==> config.mk <==
export PLATFORM = sky130hd
export DESIGN_NAME = video_rx_flat
export DESIGN_NICKNAME = d
export VERILOG_FILES = /design/src/rtl/video_pkg.sv /design/src/rtl/video_if.sv /design/src/rtl/video_meas.sv /design/src/rtl/video_rx.sv /design/src/flat_wrapper.sv
export SDC_FILE = /design/constraint.sdc
export NUM_CORES = 1
export LEC_CHECK = 0
export ABC_AREA = 1
export BUFFER_PORTS_ARGS = -buffer_cell sky130_fd_sc_hd__buf_4
export CAP_MARGIN = 20
export CORE_MARGIN = 5
export CORE_UTILIZATION = 58
export CTS_CLUSTER_DIAMETER = 80
export DETAILED_ROUTE_END_ITERATION = 8
export GPL_TIMING_DRIVEN = 0
export PLACE_DENSITY = 0.83
export SYNTH_ARGS = -nofsm -noshare
export SYNTH_HDL_FRONTEND = slang
export SYNTH_HIERARCHICAL = 1
export SYNTH_SLANG_ARGS = --single-unit
export TNS_END_PERCENT = 100
==> constraint.sdc <==
create_clock -name pixel_clk -period 2.8 [get_ports pixel_clk]
set_input_delay 0.42 -clock pixel_clk [delete_from_list [all_inputs] [get_ports pixel_clk]]
set_output_delay 0.42 -clock pixel_clk [all_outputs]
set_load 0.02 [all_outputs]
==> src/rtl/video_pkg.sv <==
// video_pkg: shared timing constants and receiver state
// type for the video_if sink.
package video_pkg;

  localparam int HFP    = 40;
  localparam int HPULSE = 48;
  localparam int HBP    = 40;
  localparam int VFP    = 13;
  localparam int VPULSE = 3;
  localparam int VBP    = 29;

  localparam int CNT_W_DEF = 12;

  typedef enum logic [1:0] {
    SEARCH = 2'd0,
    SYNC   = 2'd1,
    LOCKED = 2'd2
  } rx_state_t;

endpackage

==> src/rtl/video_if.sv <==
// video_if: HS/VS/BLANK/RGB raster bundle between a
// timing generator (master) and a sink (slave).
interface video_if;

  logic        CLK;
  logic        HS;
  logic        VS;
  logic        BLANK;
  logic [23:0] RGB;

  modport master (
    output CLK, HS, VS, BLANK, RGB
  );

  modport slave (
    input CLK, HS, VS, BLANK, RGB
  );

endinterface

==> src/rtl/video_meas.sv <==
// video_meas: edge strobes, saturating geometry counters
// and HS watchdog for the video receiver.
module video_meas
  import video_pkg::*;
#(
  parameter int HDISP = 800,
  parameter int VDISP = 480,
  parameter int CNT_W = CNT_W_DEF,
  parameter int WDOG  = 4096
) (
  input  logic             clk,
  input  logic             rst_n,
  input  logic             hs,
  input  logic             vs,
  input  logic             blank,
  output logic             hs_fall,
  output logic             vs_fall,
  output logic             blank_rise,
  output logic             blank_fall,
  output logic [CNT_W-1:0] meas_htotal,
  output logic [CNT_W-1:0] meas_hact,
  output logic [CNT_W-1:0] meas_vact,
  output logic             vact_ok,
  output logic             hact_bad,
  output logic             htot_chg,
  output logic             wd_expire
);

  localparam int WW = $clog2(WDOG) + 1;
  localparam logic [CNT_W-1:0] CMAX = '1;
  localparam logic [CNT_W-1:0] H_EXP = CNT_W'(HDISP);
  localparam logic [CNT_W-1:0] V_EXP = CNT_W'(VDISP);
  localparam logic [WW-1:0] WD_LAST = WW'(WDOG - 1);
  localparam logic [WW-1:0] WD_FULL = WW'(WDOG);

  logic             hs_q;
  logic             vs_q;
  logic             blank_q;
  logic [CNT_W-1:0] h_cnt;
  logic [CNT_W-1:0] a_cnt;
  logic [CNT_W-1:0] v_cnt;
  logic [CNT_W-1:0] vact_new;
  logic [WW-1:0]    wd_cnt;

  assign hs_fall    = hs_q & ~hs;
  assign vs_fall    = vs_q & ~vs;
  assign blank_rise = ~blank_q & blank;
  assign blank_fall = blank_q & ~blank;

  // active-line count including a blank edge landing on VS
  assign vact_new = (blank_fall && v_cnt != CMAX)
                  ? v_cnt + 1'b1 : v_cnt;

  assign vact_ok   = vact_new == V_EXP;
  assign hact_bad  = blank_fall && a_cnt != H_EXP;
  assign htot_chg  = hs_fall && h_cnt != meas_htotal;
  assign wd_expire = !hs_fall && wd_cnt == WD_LAST;

  // previous-sample register for edge detection
  always_ff @(posedge clk) begin
    if (!rst_n) begin
      hs_q    <= 1'b0;
      vs_q    <= 1'b0;
      blank_q <= 1'b0;
    end else begin
      hs_q    <= hs;
      vs_q    <= vs;
      blank_q <= blank;
    end
  end

  // line period: restart at 1 so the latch holds the full span
  always_ff @(posedge clk) begin
    if (!rst_n) begin
      h_cnt       <= '0;
      meas_htotal <= '0;
    end else if (hs_fall) begin
      h_cnt       <= {{(CNT_W-1){1'b0}}, 1'b1};
      meas_htotal <= h_cnt;
    end else if (h_cnt != CMAX) begin
      h_cnt <= h_cnt + 1'b1;
    end
  end

  // active width: count BLANK-high cycles, latch at BLANK fall
  always_ff @(posedge clk) begin
    if (!rst_n) begin
      a_cnt     <= '0;
      meas_hact <= '0;
    end else if (blank_fall) begin
      a_cnt     <= '0;
      meas_hact <= a_cnt;
    end else if (blank && a_cnt != CMAX) begin
      a_cnt <= a_cnt + 1'b1;
    end
  end

  // active lines: count BLANK falls, latch at VS fall
  always_ff @(posedge clk) begin
    if (!rst_n) begin
      v_cnt     <= '0;
      meas_vact <= '0;
    end else if (vs_fall) begin
      v_cnt     <= '0;
      meas_vact <= vact_new;
    end else begin
      v_cnt <= vact_new;
    end
  end

  // watchdog parks at WDOG so expiry fires only once
  always_ff @(posedge clk) begin
    if (!rst_n) begin
      wd_cnt <= '0;
    end else if (hs_fall) begin
      wd_cnt <= '0;
    end else if (wd_cnt != WD_FULL) begin
      wd_cnt <= wd_cnt + 1'b1;
    end
  end

endmodule

==> src/rtl/video_rx.sv <==
// video_rx: video_if sink recovering a coordinate-tagged
// pixel stream and tracking lock to HDISP x VDISP.
module video_rx
  import video_pkg::*;
#(
  parameter int HDISP = 800,
  parameter int VDISP = 480,
  parameter int CNT_W = CNT_W_DEF,
  parameter int WDOG  = 4096
) (
  input  logic                     pixel_clk,
  input  logic                     pixel_rst_n,
  video_if.slave                   video_ifs,
  output logic                     pix_valid,
  output logic [23:0]              pix_rgb,
  output logic [$clog2(HDISP)-1:0] pix_x,
  output logic [$clog2(VDISP)-1:0] pix_y,
  output logic                     sof,
  output logic                     eol,
  output logic                     locked,
  output logic [CNT_W-1:0]         meas_htotal,
  output logic [CNT_W-1:0]         meas_hact,
  output logic [CNT_W-1:0]         meas_vact,
  output logic                     timing_err
);

  localparam int XW = $clog2(HDISP);
  localparam int YW = $clog2(VDISP);
  localparam logic [XW:0] X_LIM  = (XW+1)'(HDISP);
  localparam logic [XW:0] X_LAST = (XW+1)'(HDISP - 1);
  localparam logic [YW:0] Y_LIM  = (YW+1)'(VDISP);

  rx_state_t   state;
  logic        s1_hs;
  logic        s1_vs;
  logic        s1_blank;
  logic [23:0] s1_rgb;
  logic        hs_fall;
  logic        vs_fall;
  logic        blank_rise;
  logic        blank_fall;
  logic        vact_ok;
  logic        hact_bad;
  logic        htot_chg;
  logic        wd_expire;
  logic        hact_f;
  logic        htot_f;
  logic        frame_ok;
  logic [XW:0] x_cnt;
  logic [XW:0] x_cur;
  logic [YW:0] y_cnt;
  logic        in_act;
  logic        pix_ok;

  // stage 1: register the raw raster inputs
  always_ff @(posedge pixel_clk) begin
    if (!pixel_rst_n) begin
      s1_hs    <= 1'b0;
      s1_vs    <= 1'b0;
      s1_blank <= 1'b0;
      s1_rgb   <= '0;
    end else begin
      s1_hs    <= video_ifs.HS;
      s1_vs    <= video_ifs.VS;
      s1_blank <= video_ifs.BLANK;
      s1_rgb   <= video_ifs.RGB;
    end
  end

  video_meas #(
    .HDISP (HDISP),
    .VDISP (VDISP),
    .CNT_W (CNT_W),
    .WDOG  (WDOG)
  ) u_meas (
    .clk         (pixel_clk),
    .rst_n       (pixel_rst_n),
    .hs          (s1_hs),
    .vs          (s1_vs),
    .blank       (s1_blank),
    .hs_fall     (hs_fall),
    .vs_fall     (vs_fall),
    .blank_rise  (blank_rise),
    .blank_fall  (blank_fall),
    .meas_htotal (meas_htotal),
    .meas_hact   (meas_hact),
    .meas_vact   (meas_vact),
    .vact_ok     (vact_ok),
    .hact_bad    (hact_bad),
    .htot_chg    (htot_chg),
    .wd_expire   (wd_expire)
  );

  assign x_cur  = blank_rise ? '0 : x_cnt;
  assign in_act = s1_blank && x_cur < X_LIM
               && y_cnt < Y_LIM;
  assign pix_ok = in_act && state == LOCKED;

  // a line/HS event on the VS cycle is folded in first
  assign frame_ok = vact_ok && !hact_f && !hact_bad
                 && !htot_f && !htot_chg;

  // column and row counters, parked one past the last
  always_ff @(posedge pixel_clk) begin
    if (!pixel_rst_n) begin
      x_cnt <= '0;
      y_cnt <= '0;
    end else begin
      if (s1_blank && x_cur != X_LIM)
        x_cnt <= x_cur + 1'b1;
      if (vs_fall)
        y_cnt <= '0;
      else if (blank_fall && y_cnt != Y_LIM)
        y_cnt <= y_cnt + 1'b1;
    end
  end

  // stage 2: registered pixel outputs, data held when idle
  always_ff @(posedge pixel_clk) begin
    if (!pixel_rst_n) begin
      pix_valid <= 1'b0;
      pix_rgb   <= '0;
      pix_x     <= '0;
      pix_y     <= '0;
      sof       <= 1'b0;
      eol       <= 1'b0;
    end else begin
      pix_valid <= pix_ok;
      sof <= pix_ok && x_cur == '0 && y_cnt == '0;
      eol <= pix_ok && x_cur == X_LAST;
      if (pix_ok) begin
        pix_rgb <= s1_rgb;
        pix_x   <= x_cur[XW-1:0];
        pix_y   <= y_cnt[YW-1:0];
      end
    end
  end

  // lock FSM with per-frame error flags
  always_ff @(posedge pixel_clk) begin
    if (!pixel_rst_n) begin
      state      <= SEARCH;
      locked     <= 1'b0;
      timing_err <= 1'b0;
      hact_f     <= 1'b0;
      htot_f     <= 1'b0;
    end else begin
      timing_err <= 1'b0;
      if (vs_fall) begin
        hact_f <= 1'b0;
        htot_f <= 1'b0;
      end else begin
        hact_f <= hact_f | hact_bad;
        htot_f <= htot_f | htot_chg;
      end
      if (wd_expire) begin
        state      <= SEARCH;
        locked     <= 1'b0;
        timing_err <= state == LOCKED;
      end else begin
        unique case (state)
          SEARCH: begin
            if (vs_fall)
              state <= SYNC;
          end
          SYNC: begin
            if (vs_fall && frame_ok) begin
              state  <= LOCKED;
              locked <= 1'b1;
            end
          end
          LOCKED: begin
            if (htot_chg || (vs_fall && !frame_ok)) begin
              state      <= SEARCH;
              locked     <= 1'b0;
              timing_err <= 1'b1;
            end
          end
          default: begin
            state  <= SEARCH;
            locked <= 1'b0;
          end
        endcase
      end
    end
  end

endmodule

==> src/flat_wrapper.sv <==
// flat-port wrapper written by rule: the top's interface ports become plain ports
module video_rx_flat import video_pkg::*;
#(
  parameter int HDISP = 800,
  parameter int VDISP = 480,
  parameter int CNT_W = CNT_W_DEF,
  parameter int WDOG  = 4096
)
  (pixel_clk, pixel_rst_n, pix_valid, pix_rgb, pix_x, pix_y, sof, eol, locked, meas_htotal, meas_hact, meas_vact, timing_err, video_ifs_CLK, video_ifs_HS, video_ifs_VS, video_ifs_BLANK, video_ifs_RGB);
  video_if video_ifs_i ();
  input  logic pixel_clk;
  input  logic pixel_rst_n;
  output logic pix_valid;
  output logic [23:0] pix_rgb;
  output logic [$clog2(HDISP)-1:0] pix_x;
  output logic [$clog2(VDISP)-1:0] pix_y;
  output logic sof;
  output logic eol;
  output logic locked;
  output logic [CNT_W-1:0] meas_htotal;
  output logic [CNT_W-1:0] meas_hact;
  output logic [CNT_W-1:0] meas_vact;
  output logic timing_err;
  input wire logic [$bits(video_ifs_i.CLK)-1:0] video_ifs_CLK;
  input wire logic [$bits(video_ifs_i.HS)-1:0] video_ifs_HS;
  input wire logic [$bits(video_ifs_i.VS)-1:0] video_ifs_VS;
  input wire logic [$bits(video_ifs_i.BLANK)-1:0] video_ifs_BLANK;
  input wire logic [$bits(video_ifs_i.RGB)-1:0] video_ifs_RGB;
  assign video_ifs_i.CLK = video_ifs_CLK;
  assign video_ifs_i.HS = video_ifs_HS;
  assign video_ifs_i.VS = video_ifs_VS;
  assign video_ifs_i.BLANK = video_ifs_BLANK;
  assign video_ifs_i.RGB = video_ifs_RGB;
  video_rx #(.HDISP(HDISP), .VDISP(VDISP), .CNT_W(CNT_W), .WDOG(WDOG)) u_core (.pixel_clk(pixel_clk), .pixel_rst_n(pixel_rst_n), .video_ifs(video_ifs_i), .pix_valid(pix_valid), .pix_rgb(pix_rgb), .pix_x(pix_x), .pix_y(pix_y), .sof(sof), .eol(eol), .locked(locked), .meas_htotal(meas_htotal), .meas_hact(meas_hact), .meas_vact(meas_vact), .timing_err(timing_err));
endmodule
# Yosys cells after proc, flatten, opt, wreduce, memory -nomap -nowiden
# Cells that the tools add are included.
# op_classes
shift,0
mux,14
n_lt_le_gt_ge,2
reduce_logical,36
eq_ne,16
n_addsub,6
div_mod_pow,0
mul,0
n_bitwise,12
# op_table
operator,count
$add A12 B1 Y12 const B,3
$ne A12 B12 Y1 const B,3
$logic_and A1 B1 Y1,19
$add A13 B1 Y13 const B,1
$eq A13 B12 Y1 const B,1
$ne A13 B13 Y1 const B,1
$eq A12 B9 Y1 const B,1
$mux W12,1
$ne A12 B10 Y1 const B,1
$ne A12 B12 Y1,1
$add A11 B1 Y11 const B,1
$eq A11 B10 Y1 const B,1
$logic_not A11 Y1,1
$lt A11 B10 Y1 const B,1
$mux W11,1
$ne A11 B10 Y1 const B,1
$add A10 B1 Y10 const B,1
$logic_not A10 Y1,1
$lt A10 B9 Y1 const B,1
$ne A10 B9 Y1 const B,1
$reduce_or A2 Y1,4
$mux W1,7
$logic_not A1 Y1,6
$mux W2,3
other kinds (13),24
# totals
latchBits,0
memories,0
input_bits,30
out_inout_bits,84
mem_bits_rw,0
romBits,0
ff_bits,188

# Longest topological paths before layout
# logic_depth
ltp_word,15
ltp_mapped,18

# Hierarchy
# Netlist, hierarchy kept.
# by_module_without_submodules
module,cells_per_inst,n_inst,seq_area_each_um2,area_per_inst_um2
video_rx,646,1,2001.9,4334.2
video_meas,577,1,1761.7,4189.0

# Worst setup path after synthesis
# OpenSTA, ideal clock, no wires.
# synth_timing
kind,reg2reg
startpoint,reg u_core.s1_blank
endpoint,reg u_core.x_cnt[2]
path_stages_with_launch,15
required_ps,2684
n_path_buf,2
t_arrival_ps,1832
period_less_slack_ps,1948
setup_slack_ps,852
cell_sequence,dfxtp_1 > inv_2 > nor2_1 > inv_2 > buf_6 > nand2_1 > ha_1 > nand2_1 > nor2_1 > nand3_1 > nand2_1 > inv_1 > buf_2 > nor2_1 > nor2_1
# synth_between
elab_chain_len,4
elab_cells_between_ends,5
# synth_lines
element,line,rtl
"start, declared",video_rx.sv:36,logic s1_blank;
"start signal, assigned",video_rx.sv:65,s1_blank <= video_ifs.BLANK;
$and A1 B1 Y1 *,video_meas.sv:47,assign blank_rise = ~blank_q & blank;
via u_core.blank_rise,video_rx.sv:40,logic blank_rise;
$mux W11 *,video_rx.sv:94,assign x_cur = blank_rise ? '0 : x_cnt;
branches (longest 2 deep; another with $add A11 B1 Y11),n/a,
"end signal, assigned",video_rx.sv:110,x_cnt <= x_cur + 1'b1;
"end, declared",video_rx.sv:49,logic [XW:0] x_cnt;
# Mark *: on every way through the listed nets, which the timed path passes.
# A chain may end at the register's enable or synchronous reset.

# Worst setup path in the final report
# layout_timing
startpoint,reg u_core.s1_blank
endpoint,reg u_core.x_cnt[0]
# The elaborated chain is that of the path after synthesis.

==> results.md <==
- video_ifs_RGB[9] — Hold Path Origin
- sky130_fd_sc_hd__clkbuf_16 — root buffer cell
- 14400 um — detailed-placement wirelength estimate
- 36 — number of different library cells in the post-synthesis netlist
- 17 — pin count of the biggest net entering global routing
- 0.5887 — starting density of the core
- 9421 um — total met2 wirelength after detailed routing
- 0.4416 — share of Yosys cell area claimed by the top area cell type
- 0.4416 — part of the Yosys area used for sequential elements
- 188 — flip-flop and latch count after synthesis
- sky130_fd_sc_hd__nand2_1 — most common cell after layout, fill and taps aside
- 5 — number of search-and-repair iterations in the first detailed-routing pass
- 6 — Warnings, synthesis
- finished clean — status
- 0 — count of unresolved DRC violations after routing
- 430 ps — clock latency at the later pin of the worst-skew pair
- 1263 — Synthesized Nets
- 0 — reported max-cap violation count
- met4 — highest metal used
- u_core/s1_blank — launching element of the worst setup path
- 0.004722 uW — Pleak
- no — setup repair after global routing missed its margin
- 0.9089 — routability-driven placement congestion ratio
- 8810 um — Met1 Routed Length
- 1394 — Final nets
- 0 — number of gates resized after CTS
- 0 — Antenna Diode Count
- done — CTS tree
- 0.9013 — Final period util
- 0 — total count of hold-check failures in the final report
- 0 — number of nets with antenna violations after detailed routing
- sky130_fd_sc_hd__nand2_1, sky130_fd_sc_hd__inv_1, sky130_fd_sc_hd__dfxtp_1, sky130_fd_sc_hd__nor2_1, sky130_fd_sc_hd__buf_4 — highest-count cells in the layout ignoring fill and taps
- 0 — Post-CTS Repair Setup Buffers
- sky130_fd_sc_hd__dfxtp_1, sky130_fd_sc_hd__nand2_1, sky130_fd_sc_hd__inv_1, sky130_fd_sc_hd__nor2_1, sky130_fd_sc_hd__o21ai_0 — ranking of synthesized cells by area
- flip-flop — category of the worst setup path launch point
- 131.2 um — Die W
- 4.985 — routed vias/inst
- 33570 um — first-pass GRT wire length
- 112 — port buffer count
- flip-flop to flip-flop — critical setup path kind
- sky130_fd_sc_hd__dfxtp_1 — top cell type by total area after synthesis
- 131.2 um — height of the die
- 0.0004711 V — IR drop worst, VDD
- 0 — initial antenna violation count
- 19870 um — post-detailed-routing wire length
- 10220 um^2 — final cell area excluding filler cells
- 188 — CTS Sinks
- 0 — grt total ovfl
- 7316 — vias in the first global route
- 0.2291 — All-Layer GR Usage
- 0 ps — sum of negative setup slack
- 3120 ps — endpoint required time on the critical path
- 1106 um — met3 WL post-DR
- 3661 um^2 — area occupied by multi-input gates
- 0.5990 — Max-slew headroom
- 8523 um^2 — cell area after synthesis
- 552.3 nW/um^2 — Pwr per Cell Area
- 19.92% — synthesis-to-finish area growth
- u_core/s1_blank — worst r2r src
- 2840 ps — endpoint arrival time on the critical path
- 0 — fraction of synthesis flops using an asynchronous set or reset pin
- 0.1470 — share of cells above drive strength 1
- 70 ps — Worst-path clk slew
- 17 — CTS Buf Count
- 0 — Post-synth EDFFs
- flip-flop — critical path endpoint category
- 4 — number of H-tree branching levels
- 280 ps — r2r setup slk
- 1170 — final-layout fill cell count
- 3764 um^2 — Storage cell area
- 579 — number of violations reported at the end of detailed-routing iteration 0
- 114 — IO Pins
- 0 — Setup violations, final
- 0 — max-slew violation count
- 10 — crit path max fanout
- 1223 — gate count after technology mapping
- 9594 um^2 — Placement Cell Area
- 12.81 um — average routed wire per standard cell
- 396.3 MHz — fmax
- 8.457 ps — final setup skew
- 0 — Post-CTS Hold Buffers
- 599.3 ps — Worst-Margin Slew
- 17220 um^2 — DIE AREA
- 6.969 um^2 — Synth Area per Inst
- sky130_fd_sc_hd__dfxtp_1 — Top FF cell, synth
- 2 — Longest Clk Path Bufs
- 2524 ps — final period demand of the worst path
- input pin to flip-flop — hold crit path type
- 44 — number of standard-cell rows in the floorplan
- 14480 um^2 — placeable core region
- 7731 — count of vias placed by the detailed router
-- where the power goes --
group | internal, uW | leakage (uW) | switching, uW
registers | 2730 | 0.00153 | 43.8
clock network | 1480 | 0.000289 | 1030
logic | 134 | 0.00291 | 218
total | 4350 | 0.00472 | 1290
-- synth_stat cells, types with 6 or more instances --
| library cell | instances |
|---|---|
| sky130_fd_sc_hd__a21oi_1 | 65 |
| sky130_fd_sc_hd__inv_1 | 227 |
| sky130_fd_sc_hd__nor2_1 | 148 |
| sky130_fd_sc_hd__nor3_1 | 22 |
| sky130_fd_sc_hd__xnor2_1 | 16 |
| sky130_fd_sc_hd__o21ai_0 | 69 |
| sky130_fd_sc_hd__buf_2 | 11 |
| sky130_fd_sc_hd__xor2_1 | 18 |
| sky130_fd_sc_hd__ha_1 | 10 |
| sky130_fd_sc_hd__nand2_1 | 292 |
| sky130_fd_sc_hd__nand4_1 | 23 |
| sky130_fd_sc_hd__buf_6 | 6 |
| sky130_fd_sc_hd__nand3_1 | 54 |
| sky130_fd_sc_hd__clkbuf_1 | 15 |
| sky130_fd_sc_hd__nor2_4 | 6 |
| sky130_fd_sc_hd__nand2_2 | 9 |
| sky130_fd_sc_hd__dfxtp_1 | 188 |
| sky130_fd_sc_hd__inv_2 | 7 |
-- area by class of cell --
class	instances	share of cell area
tap	184	0.02252
clock inverter	12	0.01567
inverter	234	0.08593
multi-input combinational	763	0.3582
sequential	188	0.3682
buffer	38	0.02154
clock buffer	20	0.04566
timing repair buffer	112	0.08226
-- per-stage QoR --
stage / power (uW) / util / setup WS, ps / hold WS (ps) / std cells
floorplan: 3054 / - / 852.5 / 407.5 / 1223
global placement: 3174 / 0.6626 / 403.4 / 408.9 / 1519
detailed placement: 3183 / 0.6626 / 359.6 / 415.4 / 1519
CTS: 5681 / 0.7059 / 297.6 / 151.8 / 1551
global route: 5852 / 0.7059 / 76.58 / 166.2 / 1551
finish: 5645 / 0.7059 / 276.5 / 170.6 / 1551
-- routing by layer --
metal | track usage | vias to the layer above
li1 | - | 4010
met1 | 0.2864 | 3483
met2 | 0.3798 | 196
met3 | 0.05237 | 42
met4 | 0.09873 | 0
met5 | 0 | -
-- cells by family (layout without fill, tap and decap cells) --
group                    count (synthesis)  count (layout)  share of synthesized area
buffers and inverters                  272             416                     0.1289
adder cells (fa/ha/maj)                 10              10                    0.01468
AO/OA/AOI/OAI                          144             144                    0.08632
flip-flops                             188             188                     0.4416
AND/OR/NAND/NOR                        575             575                     0.2936
XOR/XNOR                                34              34                    0.03494
-- final timing paths --
kind,end,depth (start not counted)
max,u_core/x_cnt[0],14
max reg2reg,u_core/x_cnt[0],14
min reg2reg,u_core/u_meas/vs_q,2
min,u_core/s1_rgb[9],3
-- worst max-delay path, stage by stage, from the launching register on --
cell	delay, ps
sky130_fd_sc_hd__dfxtp_1	600
sky130_fd_sc_hd__inv_2	80
sky130_fd_sc_hd__nor2_1	330
sky130_fd_sc_hd__inv_2	150
sky130_fd_sc_hd__buf_6	170
sky130_fd_sc_hd__nand2_1	110
sky130_fd_sc_hd__ha_1	160
sky130_fd_sc_hd__nand2_1	50
sky130_fd_sc_hd__nor2_1	140
sky130_fd_sc_hd__nand3_1	110
sky130_fd_sc_hd__nand2_1	100
sky130_fd_sc_hd__inv_1	60
sky130_fd_sc_hd__buf_2	180
sky130_fd_sc_hd__nor2_1	110
sky130_fd_sc_hd__nor2_1	50
-- flip-flops by register name, indices dropped and copies added (netlist names), 2 cells and up --
register	cells
u_core/u_meas/h_cnt	12
u_core/s1_rgb	24
u_core/u_meas/meas_hact	12
u_core/u_meas/meas_vact	12
u_core/u_meas/v_cnt	12
u_core/pix_rgb	24
u_core/u_meas/wd_cnt	13
u_core/y_cnt	10
u_core/u_meas/a_cnt	12
u_core/x_cnt	11
u_core/state	2
u_core/pix_x	10
u_core/pix_y	9
u_core/u_meas/meas_htotal	12
No activity file was read; power rests on OpenSTA's default activity.
